<file path="config.mk">
export PLATFORM = sky130hd
export DESIGN_NAME = serial_alu
export DESIGN_NICKNAME = d
export VERILOG_FILES = /design/src/rtl/serial_alu.sv
export SDC_FILE = /design/constraint.sdc
export NUM_CORES = 1
export LEC_CHECK = 0
export CORE_MARGIN = 3
export CORE_UTILIZATION = 40
export CTS_CLUSTER_DIAMETER = 150
export DETAILED_ROUTE_END_ITERATION = 8
export SLEW_MARGIN = 20
export SYNTH_ARGS = -nofsm -noshare
export SYNTH_HDL_FRONTEND = slang
export SYNTH_SLANG_ARGS = --single-unit
export TNS_END_PERCENT = 5
</file>
<file path="constraint.sdc">
create_clock -name clk -period 2.4 [get_ports clk]
set_input_delay 0.24 -clock clk [delete_from_list [all_inputs] [get_ports clk]]
set_output_delay 0.24 -clock clk [all_outputs]
set_load 0.05 [all_outputs]
</file>
<file path="src/rtl/serial_alu.sv">
// serial_alu: bit-serial ALU (AND / OR / ADD / SUB), one bit per clock, LSB first.
// Operands arrive over a valid/ready handshake in IDLE. The block shifts through
// WIDTH RUN cycles and presents a registered result with zero/carry/overflow
// flags in DONE until the consumer takes it.
module serial_alu #(
  parameter int WIDTH = 8
) (
  input  logic             clk,
  input  logic             rst,
  input  logic             in_valid,
  output logic             in_ready,
  input  logic [1:0]       op,
  input  logic [WIDTH-1:0] a,
  input  logic [WIDTH-1:0] b,
  output logic             out_valid,
  input  logic             out_ready,
  output logic [WIDTH-1:0] result,
  output logic             zero,
  output logic             carry,
  output logic             overflow
);

  localparam int CW = (WIDTH > 1) ? $clog2(WIDTH) : 1;

  localparam logic [1:0] OP_AND = 2'b00;
  localparam logic [1:0] OP_OR  = 2'b01;
  localparam logic [1:0] OP_SUB = 2'b11;

  typedef enum logic [1:0] {
    IDLE = 2'b00,
    RUN  = 2'b01,
    DONE = 2'b10
  } state_t;

  state_t           state;
  state_t           state_next;

  logic [WIDTH-1:0] a_sr;
  logic [WIDTH-1:0] b_sr;
  logic [WIDTH-1:0] res_sr;
  logic [WIDTH-1:0] res_shifted;
  logic [1:0]       op_q;
  logic             c_q;
  logic [CW-1:0]    cnt;
  logic             zero_acc;

  logic             is_arith;
  logic             b_eff;
  logic             res_bit;
  logic             c_next;
  logic             last_bit;

  // Handshake signals come straight from the state register, never from inputs.
  assign in_ready  = (state == IDLE);
  assign out_valid = (state == DONE);

  // State register; reset forces IDLE and overrides any pending in_valid.
  always_ff @(posedge clk) begin
    if (rst) begin
      state <= IDLE;
    end else begin
      state <= state_next;
    end
  end

  // Next-state logic: accept in IDLE, run WIDTH bits, wait for the consumer in DONE.
  always_comb begin
    state_next = state;
    case (state)
      IDLE:    if (in_valid)  state_next = RUN;
      RUN:     if (last_bit)  state_next = DONE;
      DONE:    if (out_ready) state_next = IDLE;
      default: state_next = IDLE;
    endcase
  end

  // One-bit slice: the current bit of each operand is the LSB of its shift register.
  always_comb begin
    is_arith = op_q[1];
    b_eff    = b_sr[0] ^ (op_q == OP_SUB);
    c_next   = (a_sr[0] & b_eff) | (a_sr[0] & c_q) | (b_eff & c_q);
    case (op_q)
      OP_AND:  res_bit = a_sr[0] & b_sr[0];
      OP_OR:   res_bit = a_sr[0] | b_sr[0];
      default: res_bit = a_sr[0] ^ b_eff ^ c_q;
    endcase
    res_shifted = (res_sr >> 1) | {res_bit, {(WIDTH-1){1'b0}}};
    last_bit    = (cnt == CW'(WIDTH - 1));
  end

  // Datapath: load on accept, shift during RUN, publish result and flags on the last bit.
  always_ff @(posedge clk) begin
    if (rst) begin
      a_sr     <= '0;
      b_sr     <= '0;
      res_sr   <= '0;
      op_q     <= 2'b00;
      c_q      <= 1'b0;
      cnt      <= '0;
      zero_acc <= 1'b0;
      result   <= '0;
      zero     <= 1'b0;
      carry    <= 1'b0;
      overflow <= 1'b0;
    end else begin
      case (state)
        IDLE: begin
          if (in_valid) begin
            a_sr     <= a;
            b_sr     <= b;
            op_q     <= op;
            c_q      <= (op == OP_SUB);
            cnt      <= '0;
            zero_acc <= 1'b1;
            res_sr   <= '0;
          end
        end
        RUN: begin
          a_sr     <= a_sr >> 1;
          b_sr     <= b_sr >> 1;
          res_sr   <= res_shifted;
          zero_acc <= zero_acc & ~res_bit;
          if (is_arith) begin
            c_q <= c_next;
          end
          if (last_bit) begin
            cnt      <= '0;
            result   <= res_shifted;
            zero     <= zero_acc & ~res_bit;
            carry    <= is_arith & c_next;
            overflow <= is_arith & (c_q ^ c_next);
          end else begin
            cnt <= cnt + 1'b1;
          end
        end
        default: begin
        end
      endcase
    end
  end

endmodule
</file>
==> implementation parameters, run 1 <==
Parameter                              Value

Status
  Run status    completed

Routing
  Vias post-DR    roughly 1500
  Average routed wire per standard cell    roughly 14 µm
  Sum of met3 wire segment lengths after detailed routing    178 µm
  # DRC    0
  Number of routed nets with antenna violations    0
  Number of optimization iterations in the first detailed-route pass    4
  Mean number of vias per cell    around 5.2
  Met2 wire length    ~2.0 mm
  Post-detailed-routing wire length    around 4.1 mm
  Top routing layer used    met4
  Post-route met1 wirelength    1.84 mm
  Number of DRC markers in iteration 0    between 70 and 80

Place
  Post-Place Cell Area    about 2100 µm²
  Dpl hpwl    approximately 2.8 mm
  RD Place Congestion    between 0.7 and 0.8
  IO Port Bufs    34

Clocking
  Root Buffer Master    clkbuf_8
  TritonCTS clock tree    done
  Hold buffer count at cts    0
  Clock-pin slew of the registers on the worst-case setup and hold paths    0.08 ns
  Maximum buffer depth of the clock tree    2
  Post CTS Setup Buffer Count    0
  TritonCTS Buffers    5
  Post-cts resize count    0
  Worst skew pair latency    just under 0.3 ns
  Clock sinks    43
  Number of H-tree levels    2

Timing
  Achievable Freq    just under 500 MHz
  Count of endpoints failing hold in the final timing report    0
  Post-route clock period utilization    84.5%
  Clock period minus final worst setup slack    2.03 ns
  Clock Skew    0.00812 ns
  Worst slew pin tran    about 0.64 ns
  Unrepaired setup endpoints after global routing    no
  Max_slew headroom    between 50% and 60%
  Number of failing setup endpoints in the final timing report    0
  Final-report max-slew violation count    0
  TNS Setup    0 ns

Synth
  Instance count of the mapped netlist    208
  Synthesized Nets    about 230
  Average footprint of a synthesized cell    about 8.6 µm²
  Number of synthesized register bits    43
  Yosys warning count    0
  FFs w/ async S/R, synth    0%
  Most used DFF post-synth    dfxtp_1
  Unique cell type count in the Yosys netlist    34
  Count of flip-flops with a built-in enable after synthesis    0
  Post-synth design cell area    1790 µm²
  Sequential element share of the synthesized area    just under 50%

Power and ir drop
  Worst voltage drop across the vdd grid    around 0.0004 V
  NetSw    ~0.00034 W
  Share of power burned in combinational logic    approximately 12%
  Int Pwr    just over 0.001 W
  Share of power burned in the clock network    roughly a third
  Fraction of power spent switching nets    25.0%
  Design Power    around 0.0014 W
  Leakage power    slightly below 0.8 nW
  Share of power burned in registers    55.7%
  Power density of the placed cells    just over 600 nW/µm²

Cells and area
  Filler cells    397
  Count of nets after finishing    around 260
  Area of combinational cells with multiple inputs    just over 800 µm²
  Area added between synthesis and finish    24.0%
  Utilization after layout    between 50% and 60%
  Layout cells sized above 1    between 7 and 8%
  Number of antenna repair diodes    0
  Post-route design area    around 2200 µm²
  Seq. cell area    between 800 and 900 µm²

Worst setup path
  Crit path max fanout    9
  Required time of the worst setup path    approximately 2.2 ns
  CP startpoint kind    register
  Delay contributed by the slowest stage of the critical path    roughly 0.83 ns
  Kind of cell adding the most delay to the critical path    buffers and inverters
  Critical Path Slowest Stage Cell    clkdlybuf4s50_1
  Path type of the worst setup path    reg -> out
  Nature of the critical path endpoint    primary output
  Signal arrival time at the worst endpoint    ~1.8 ns
  Ordered cell list for the critical path    nor2b_1, clkdlybuf4s50_1
  Combined buffer and inverter count along the critical path    1

Global route
  Wire length of the first global-routing pass    slightly below 7 mm
  Antenna violations before repair    0
  Aggregate global-route resource usage    16.7%
  Number of global-route vias before repair    approximately 1500
  Overflow left after global routing    0
  Largest net degree at the start of global routing    22

Floorplanning
  Vertical extent of the die    ~73 µm
  Die width    between 70 and 80 µm
  Site row count    23
  Core ar.    roughly 4100 µm²
  Initial cell density of the core    43.2%
  Count of boundary I/O pins    35
  Die area    5310 µm²

Hold path
  Worst min path class    reg -> reg

Job
  Max Cap Viol    0
==> synth_stat cells (2+ instances only) <==
cell      number  area share [%]
nand2_1       48              10
nor2b_1        3             1.0
nor2_1         4            0.84
a22oi_1       14             5.9
buf_6          2             1.3
a21oi_1       38              11
nand3b_1       2            0.84
o21a_1         2            0.84
nand3_1       13             3.6
buf_4          4             1.7
nand2b_1       2            0.70
dfxtp_1       43              48
clkbuf_1       6             1.3
ha_1           2             1.4
and3b_1        2            0.98
buf_2          5             1.4
==> per-stage QoR <==
stage                     instances  worst slack (ns)  hold WS [ns]
after detailed placement        281             0.590         0.446
final                           289             0.373         0.453
after CTS                       289             0.360         0.457
after floorplan                 208             0.616         0.376
after global routing            289             0.253         0.474
after global placement          281             0.673         0.442
==> sequential cells by signal, summed over array words and instances, names as in the netlist <==
| signal | count |
|---|---|
| a_sr | 8 |
| b_sr | 8 |
| result | 8 |
| res_sr | 7 |
| cnt | 3 |
| op_q | 2 |
| state | 2 |
| c_q | 1 |
| carry | 1 |
| overflow | 1 |
| zero | 1 |
| zero_acc | 1 |
==> power groups by stage <==
stage	registers (W)	logic [W]	clock network, W
after floorplan	0.000768	0.000116	0
after global placement	0.000775	0.000164	0
after detailed placement	0.000777	0.000169	0
after CTS	0.000761	0.000169	0.000453
after global routing	0.000765	0.000186	0.000486
final	0.000760	0.000168	0.000435
==> kinds of logic after synthesis <==
kind of cell / Yosys count / synth area share [%]
compound gates: 61 / 20.8
xor+xnor: 2 / 0.979
buf+inv: 18 / 5.80
mux: 1 / 0.629
simple gates: 79 / 20.6
flops: 43 / 48.1
fa+ha+maj: 4 / 3.15
==> final timing paths <==
path,startpoint,end,slack [ns],cells past startpoint
min reg2reg,overflow,overflow,0.45,2
min,overflow,overflow,0.45,2
max reg2reg,op_q[1],zero_acc,0.56,5
max,state[1],out_valid,0.37,2
==> worst min-delay path: stages, from the launching register on <==
cell,delay [ns]
dfxtp_1,0.31
nand2_1,0.05
a21oi_1,0.05
==> area by class of cell <==
class                   count  share of cell area, %
clock buffers               7                   3.44
inverters                   1                  0.169
multi-input cells         147                   37.2
repair buffers             40                   17.4
flip-flops and latches     43                   38.8
well taps                  50                   2.82
clock inverters             1                  0.226
==> routing by layer <==
layer	GRT usage [%]	vias up
li1	-	778
met2	27.2	25
met3	4.82	4
met5	0	-
met4	6.97	0
met1	20.6	700
==> layout by cell type, fill, tap and decap left out, types with 3 or more instances in the layout <==
cell type	n
a22oi_1	14
clkbuf_8	5
buf_4	6
nand3_1	13
dfxtp_1	43
nand2_1	48
clkdlybuf4s50_1	34
nor2_1	4
nor2b_1	3
a21oi_1	38
Note: power is estimated with default switching activity, not from simulation.
==> run 2, diff against run 1 <==
PLACE_DENSITY = 0.67   (was default)
clock period = 1.7 ns   (was 2.4 ns; I/O delays follow)
==> implementation parameters, run 2 (same netlist as run 1, synthesis figures left out) <==
Parameter                              Value

Cells and area
  Largest registers    a_sr x8, b_sr x8, result x8 (unchanged)
  Area of combinational cells with multiple inputs    836 µm² (was 825 µm²)
  Layout cells sized above 1    11.2% (was 7.53%)
  Filler cells    407 (was 397)
  Area added between synthesis and finish    29.0% (was 24.0%)
  Count of nets after finishing    266 (was 263)
  Number of antenna repair diodes    0 (unchanged)
  Post-route design area    2310 µm² (was 2220 µm²)
  Most common cell after layout, fill and taps aside    nand2_1 (unchanged)
  Seq. cell area    862 µm² (was 861 µm²)
  Top library cells by usage in the layout, fill and taps aside    nand2_1, dfxtp_1, a21oi_1 (unchanged)

Worst setup path
  Ordered cell list for the critical path    nand2_1, xnor2_2, fa_1, mux2_4, o21a_1 (was nor2b_1, clkdlybuf4s50_1)
  Delay contributed by the slowest stage of the critical path    0.50 ns (was 0.83 ns)
  Combined buffer and inverter count along the critical path    0 (was 1)
  Crit path max fanout    3 (was 9)
  Path type of the worst setup path    reg -> reg (was reg -> out)
  Kind of cell adding the most delay to the critical path    adder cells (was buffers and inverters)
  Signal arrival time at the worst endpoint    1.84 ns (was 1.79 ns)
  Critical Path Slowest Stage Cell    fa_1 (was clkdlybuf4s50_1)
  CP startpoint kind    register (unchanged)
  Nature of the critical path endpoint    register (was primary output)
  Required time of the worst setup path    1.90 ns (was 2.16 ns)

Power and ir drop
  Design Power    0.00205 W (was 0.00136 W)
  Leakage power    0.838 nW (was 0.793 nW)
  Power density of the placed cells    887 nW/µm² (was 615 nW/µm²)
  Worst voltage drop across the vdd grid    0.000469 V (was 0.000396 V)

Hold path
  Worst min path class    in -> reg (was reg -> reg)

Clocking
  Maximum buffer depth of the clock tree    2 (unchanged)
  Clock sinks    43 (unchanged)
  TritonCTS Buffers    5 (unchanged)
  TritonCTS clock tree    done (unchanged)
  Number of H-tree levels    2 (unchanged)
  Hold buffer count at cts    0 (unchanged)
  Post CTS Setup Buffer Count    0 (unchanged)
  Worst skew pair latency    0.30 ns (was 0.29 ns)
  Root Buffer Master    clkbuf_8 (unchanged)
  Post-cts resize count    0 (unchanged)
  Clock-pin slew of the registers on the worst-case setup and hold paths    0.08 ns (about the same)

Routing
  Post-detailed-routing wire length    3.89 mm (was 4.06 mm)
  Vias post-DR    1554 (was 1507)
  Average routed wire per standard cell    13.3 µm (was 14.0 µm)
  Number of DRC markers in iteration 0    94 (was 78)
  Mean number of vias per cell    5.32 (was 5.21)
  Number of optimization iterations in the first detailed-route pass    4 (unchanged)
  Number of routed nets with antenna violations    0 (unchanged)
  # DRC    0 (unchanged)

Floorplanning
  Site row count    23 (unchanged)
  Vertical extent of the die    72.9 µm (unchanged)
  Count of boundary I/O pins    35 (unchanged)
  Core ar.    4140 µm² (unchanged)
  Initial cell density of the core    43.2% (unchanged)
  Die width    72.9 µm (unchanged)
  Die area    5310 µm² (unchanged)

Timing
  Count of endpoints failing hold in the final timing report    0 (unchanged)
  Post-route clock period utilization    ~97%
  Final-report max-slew violation count    0 (unchanged)
  Achievable Freq    between 600 and 700 MHz
  Max_slew headroom    66.4% (was 57.0%)
  Clock period minus final worst setup slack    about 1.6 ns
  Number of failing setup endpoints in the final timing report    0 (unchanged)
  Worst slew pin tran    0.502 ns (was 0.645 ns)
  Clock Skew    0.00753 ns (was 0.00812 ns)

Global route
  Antenna violations before repair    0 (unchanged)
  Number of global-route vias before repair    1474 (was 1525)
  Largest net degree at the start of global routing    27 (was 22)
  Aggregate global-route resource usage    15.7% (was 16.7%)
  Wire length of the first global-routing pass    6.53 mm (was 6.89 mm)
  Overflow left after global routing    0 (unchanged)

Status
  Run status    completed (unchanged)

Job
  Max Cap Viol    0 (unchanged)

Place
  Post-Place Cell Area    2190 µm² (was 2140 µm²)
  RD Place Congestion    0.837 (was 0.751)
  Dpl hpwl    2.68 mm (was 2.78 mm)
  IO Port Bufs    34 (unchanged)
==> run 2: layout make-up <==
cell class | instances | area share [%]
clock buffers | 7 | 4.17
clock inverters | 1 | 0.325
inverters | 1 | 0.163
multi-input cells | 147 | 36.2
flip-flops and latches | 43 | 37.3
well taps | 50 | 2.71
repair buffers | 43 | 19.1
==> run 2: per-layer routing <==
layer	part of all wire [%]	global-route usage, %	vias to the layer above
li1	-	-	785
met1	47	19.2	732
met2	47	26.3	32
met3	5.1	5.10	5
met4	1.5	4.92	0
met5	0	0	-
==> run 2: stage by stage <==
step | instances | hold WS, ns | util, % | setup TNS (ns) | setup slack [ns]
after detailed placement | 284 | 0.445 | 52.9 | 0 | 0.0817
after floorplan | 208 | 0.306 | - | 0 | 0.0206
final | 292 | 0.416 | 55.7 | 0 | 0.0557
after global routing | 292 | 0.451 | 55.7 | -0.00815 | -0.00815
after global placement | 284 | 0.439 | 52.9 | 0 | 0.125
after CTS | 292 | 0.410 | 55.4 | 0 | 0.0611
==> run 2: power by group <==
| group | leakage [nW] | internal, W | switching (W) |
|---|---|---|---|
| Clock | 0.0505 | 0.000369 | 0.000352 |
| Combinational | 0.437 | 0.000126 | 0.000129 |
| Sequential | 0.351 | 0.00104 | 0.0000271 |
==> run 2: worst register-to-register path, stage by stage, from the launching register on <==
cell	delay (ns)
dfxtp_2	0.35
nand2_1	0.09
xnor2_2	0.15
fa_1	0.50
mux2_4	0.29
o21a_1	0.17
==> run 2: worst paths after layout <==
path / cells after the start / from / end / slack (ns)
worst min register to register: 2 / carry / carry / 0.45
worst max register to register: 5 / op_q[0] / result[7] / 0.06
worst min-delay path: 3 / a[7] / a_sr[7] / 0.42
worst max-delay path: 5 / op_q[0] / result[7] / 0.06
==> run 3, diff against run 2 <==
CORE_UTILIZATION = 45   (was 40)
CTS_CLUSTER_DIAMETER = 40   (was 150)
PLACE_DENSITY = 0.74   (was 0.67)
==> implementation parameters, run 3 (same netlist as run 1, synthesis figures left out) <==
Parameter                              Value

Floorplanning
  Die width    69.1 µm (was 72.9 µm)
  Count of boundary I/O pins    35 (unchanged)
  Site row count    22 (was 23)
  Vertical extent of the die    69.1 µm (was 72.9 µm)
  Core ar.    3740 µm² (was 4140 µm²)
  Die area    4770 µm² (was 5310 µm²)
  Initial cell density of the core    47.8% (was 43.2%)

Timing
  Max_slew headroom    67.2% (was 66.4%)
  Clock period minus final worst setup slack    1.61 ns (was 1.64 ns)
  Final-report max-slew violation count    0 (unchanged)
  Post-route clock period utilization    94.6% (was 96.7%)
  Min setup slack post-route    0.0917 ns (was 0.0557 ns)
  TNS Setup    0 ns (unchanged)
  Unrepaired setup endpoints after global routing    no
  Number of failing setup endpoints in the final timing report    0 (unchanged)
  Worst slew pin tran    0.490 ns (was 0.502 ns)
  Clock Skew    0.00211 ns (was 0.00753 ns)
  Count of endpoints failing hold in the final timing report    0 (unchanged)
  Achievable Freq    622 MHz (was 608 MHz)

Routing
  Number of optimization iterations in the first detailed-route pass    4 (unchanged)
  # DRC    0 (unchanged)
  Post-detailed-routing wire length    3.56 mm (was 3.89 mm)
  Vias post-DR    1514 (was 1554)
  Average routed wire per standard cell    12.1 µm (was 13.3 µm)
  Number of DRC markers in iteration 0    103 (was 94)
  Number of routed nets with antenna violations    0 (unchanged)
  Mean number of vias per cell    5.15 (was 5.32)

Power and ir drop
  Leakage power    0.853 nW (was 0.838 nW)
  Worst voltage drop across the vdd grid    0.000389 V (was 0.000469 V)
  Power density of the placed cells    876 nW/µm² (was 887 nW/µm²)
  Design Power    0.00203 W (was 0.00205 W)

Clocking
  Number of H-tree levels    2 (unchanged)
  Clock-pin slew of the registers on the worst-case setup and hold paths    0.08 ns (about the same)
  Post CTS Setup Buffer Count    0 (unchanged)
  Clock sinks    43 (unchanged)
  TritonCTS clock tree    done (unchanged)
  Hold buffer count at cts    0 (unchanged)
  Maximum buffer depth of the clock tree    2 (unchanged)
  Root Buffer Master    clkbuf_8 (unchanged)
  Worst skew pair latency    0.29 ns (was 0.30 ns)
  TritonCTS Buffers    5 (unchanged)

Hold path
  Worst min path class    in -> reg (unchanged)
  Worst min-delay path endpoint    a_sr[7] (unchanged)
  Cell count of the worst hold path    3 (unchanged)
  Critical hold path startpoint    a[7] (unchanged)

Worst setup path
  Crit path from    result[7] (was op_q[0])
  Kind of cell adding the most delay to the critical path    buffers and inverters (was adder cells)
  Combined buffer and inverter count along the critical path    1 (was 0)
  Reg2reg end    zero_acc (was result[7])
  Path type of the worst setup path    reg -> out (was reg -> reg)
  CP startpoint kind    register (unchanged)
  Number of cells on the critical path    1 (was 5)
  Required time of the worst setup path    1.53 ns (was 1.90 ns)
  Ordered cell list for the critical path    clkdlybuf4s50_1 (was nand2_1, xnor2_2, fa_1, mux2_4, o21a_1)
  Worst R2R Path Depth    5 (unchanged)
  Critical Path Slowest Stage Cell    clkdlybuf4s50_1 (was fa_1)
  Nature of the critical path endpoint    primary output (was register)
  Signal arrival time at the worst endpoint    1.44 ns (was 1.84 ns)
  Delay contributed by the slowest stage of the critical path    0.80 ns (was 0.50 ns)
  Setup slack of the most critical reg-to-reg path    0.09 ns (was 0.06 ns)
  Reg-to-reg critical path startpoint    op_q[0] (unchanged)
  Crit path max fanout    2 (was 3)

Place
  Dpl hpwl    2.49 mm (was 2.68 mm)
  RD Place Congestion    0.773 (was 0.837)
  Cell Count Post-Placement    286 (was 284)
  Setup Slack @ Placement    0.0767 ns (was 0.0817 ns)
  IO Port Bufs    34 (unchanged)

Cells and area
  Largest registers    a_sr x8, b_sr x8, result x8 (unchanged)
  Count of nets after finishing    270 (was 266)
  Final standard cell count with taps included and fillers excluded    294 (was 292)
  Area of combinational cells with multiple inputs    832 µm² (was 836 µm²)
  Area added between synthesis and finish    29.4% (was 29.0%)
  Seq. cell area    861 µm² (was 862 µm²)
  Layout cells sized above 1    11.8% (was 11.2%)
  Top library cells by usage in the layout, fill and taps aside    nand2_1, dfxtp_1, a21oi_1 (unchanged)
  Number of antenna repair diodes    0 (unchanged)
  Most common cell after layout, fill and taps aside    nand2_1 (unchanged)
  Filler cells    346 (was 407)

Global route
  Overflow left after global routing    0 (unchanged)
  Antenna violations before repair    0 (unchanged)
  Aggregate global-route resource usage    15.5% (was 15.7%)
  Number of global-route vias before repair    1389 (was 1474)
  Wire length of the first global-routing pass    6.07 mm (was 6.53 mm)
  Largest net degree at the start of global routing    31 (was 27)

Status
  Run status    completed (unchanged)

Job
  Max Cap Viol    0 (unchanged)
-- run 3: report_power, final --
| group | total, W | leakage (nW) | switching, W | internal [W] |
|---|---|---|---|---|
| clock | 0.000704 | 0.0515 | 0.000333 | 0.000371 |
| combinational | 0.000253 | 0.452 | 0.000124 | 0.000129 |
| sequential | 0.00107 | 0.350 | 0.0000266 | 0.00104 |
-- run 3: layer usage --
metal | wire [µm] | share of wire [%] | track usage [%]
met3 | 238 | 6.7 | 5.69
met5 | 0 | 0 | 0
met1 | 1600 | 45 | 19.2
met4 | 60 | 1.7 | 6.51
met2 | 1650 | 47 | 23.9
-- run 3: layout make-up --
class	instances	area share, %
sequential	43	37.2
multi-input combinational	147	35.9
clock buffer	8	4.32
timing repair buffer	47	19.8
inverter	1	0.162
tap	48	2.59
-- run 3: repair_timing --
action | in CTS | in global routing
resized for setup | 0 | 1
endpoints found under the setup margin | 0 | 1
hold endpoints to repair | 0 | 0
-- run 3: per-stage QoR --
stage	area (µm²)	hold WS (ns)	util (%)
after global routing	2310	0.420	61.8
after detailed placement	2210	0.445	59.0
final	2310	0.429	61.8
after global placement	2210	0.441	59.0
after floorplan	1790	0.306	-
after CTS	2310	0.416	61.6
-- run 3: how the worst max path moves through the flow --
| stage | endpoint |
|---|---|
| after floorplan | result[7] |
| after global placement | result[7] |
| after detailed placement | zero_acc |
| after CTS | zero_acc |
| after global routing | zero_acc |
| final | result[7] |
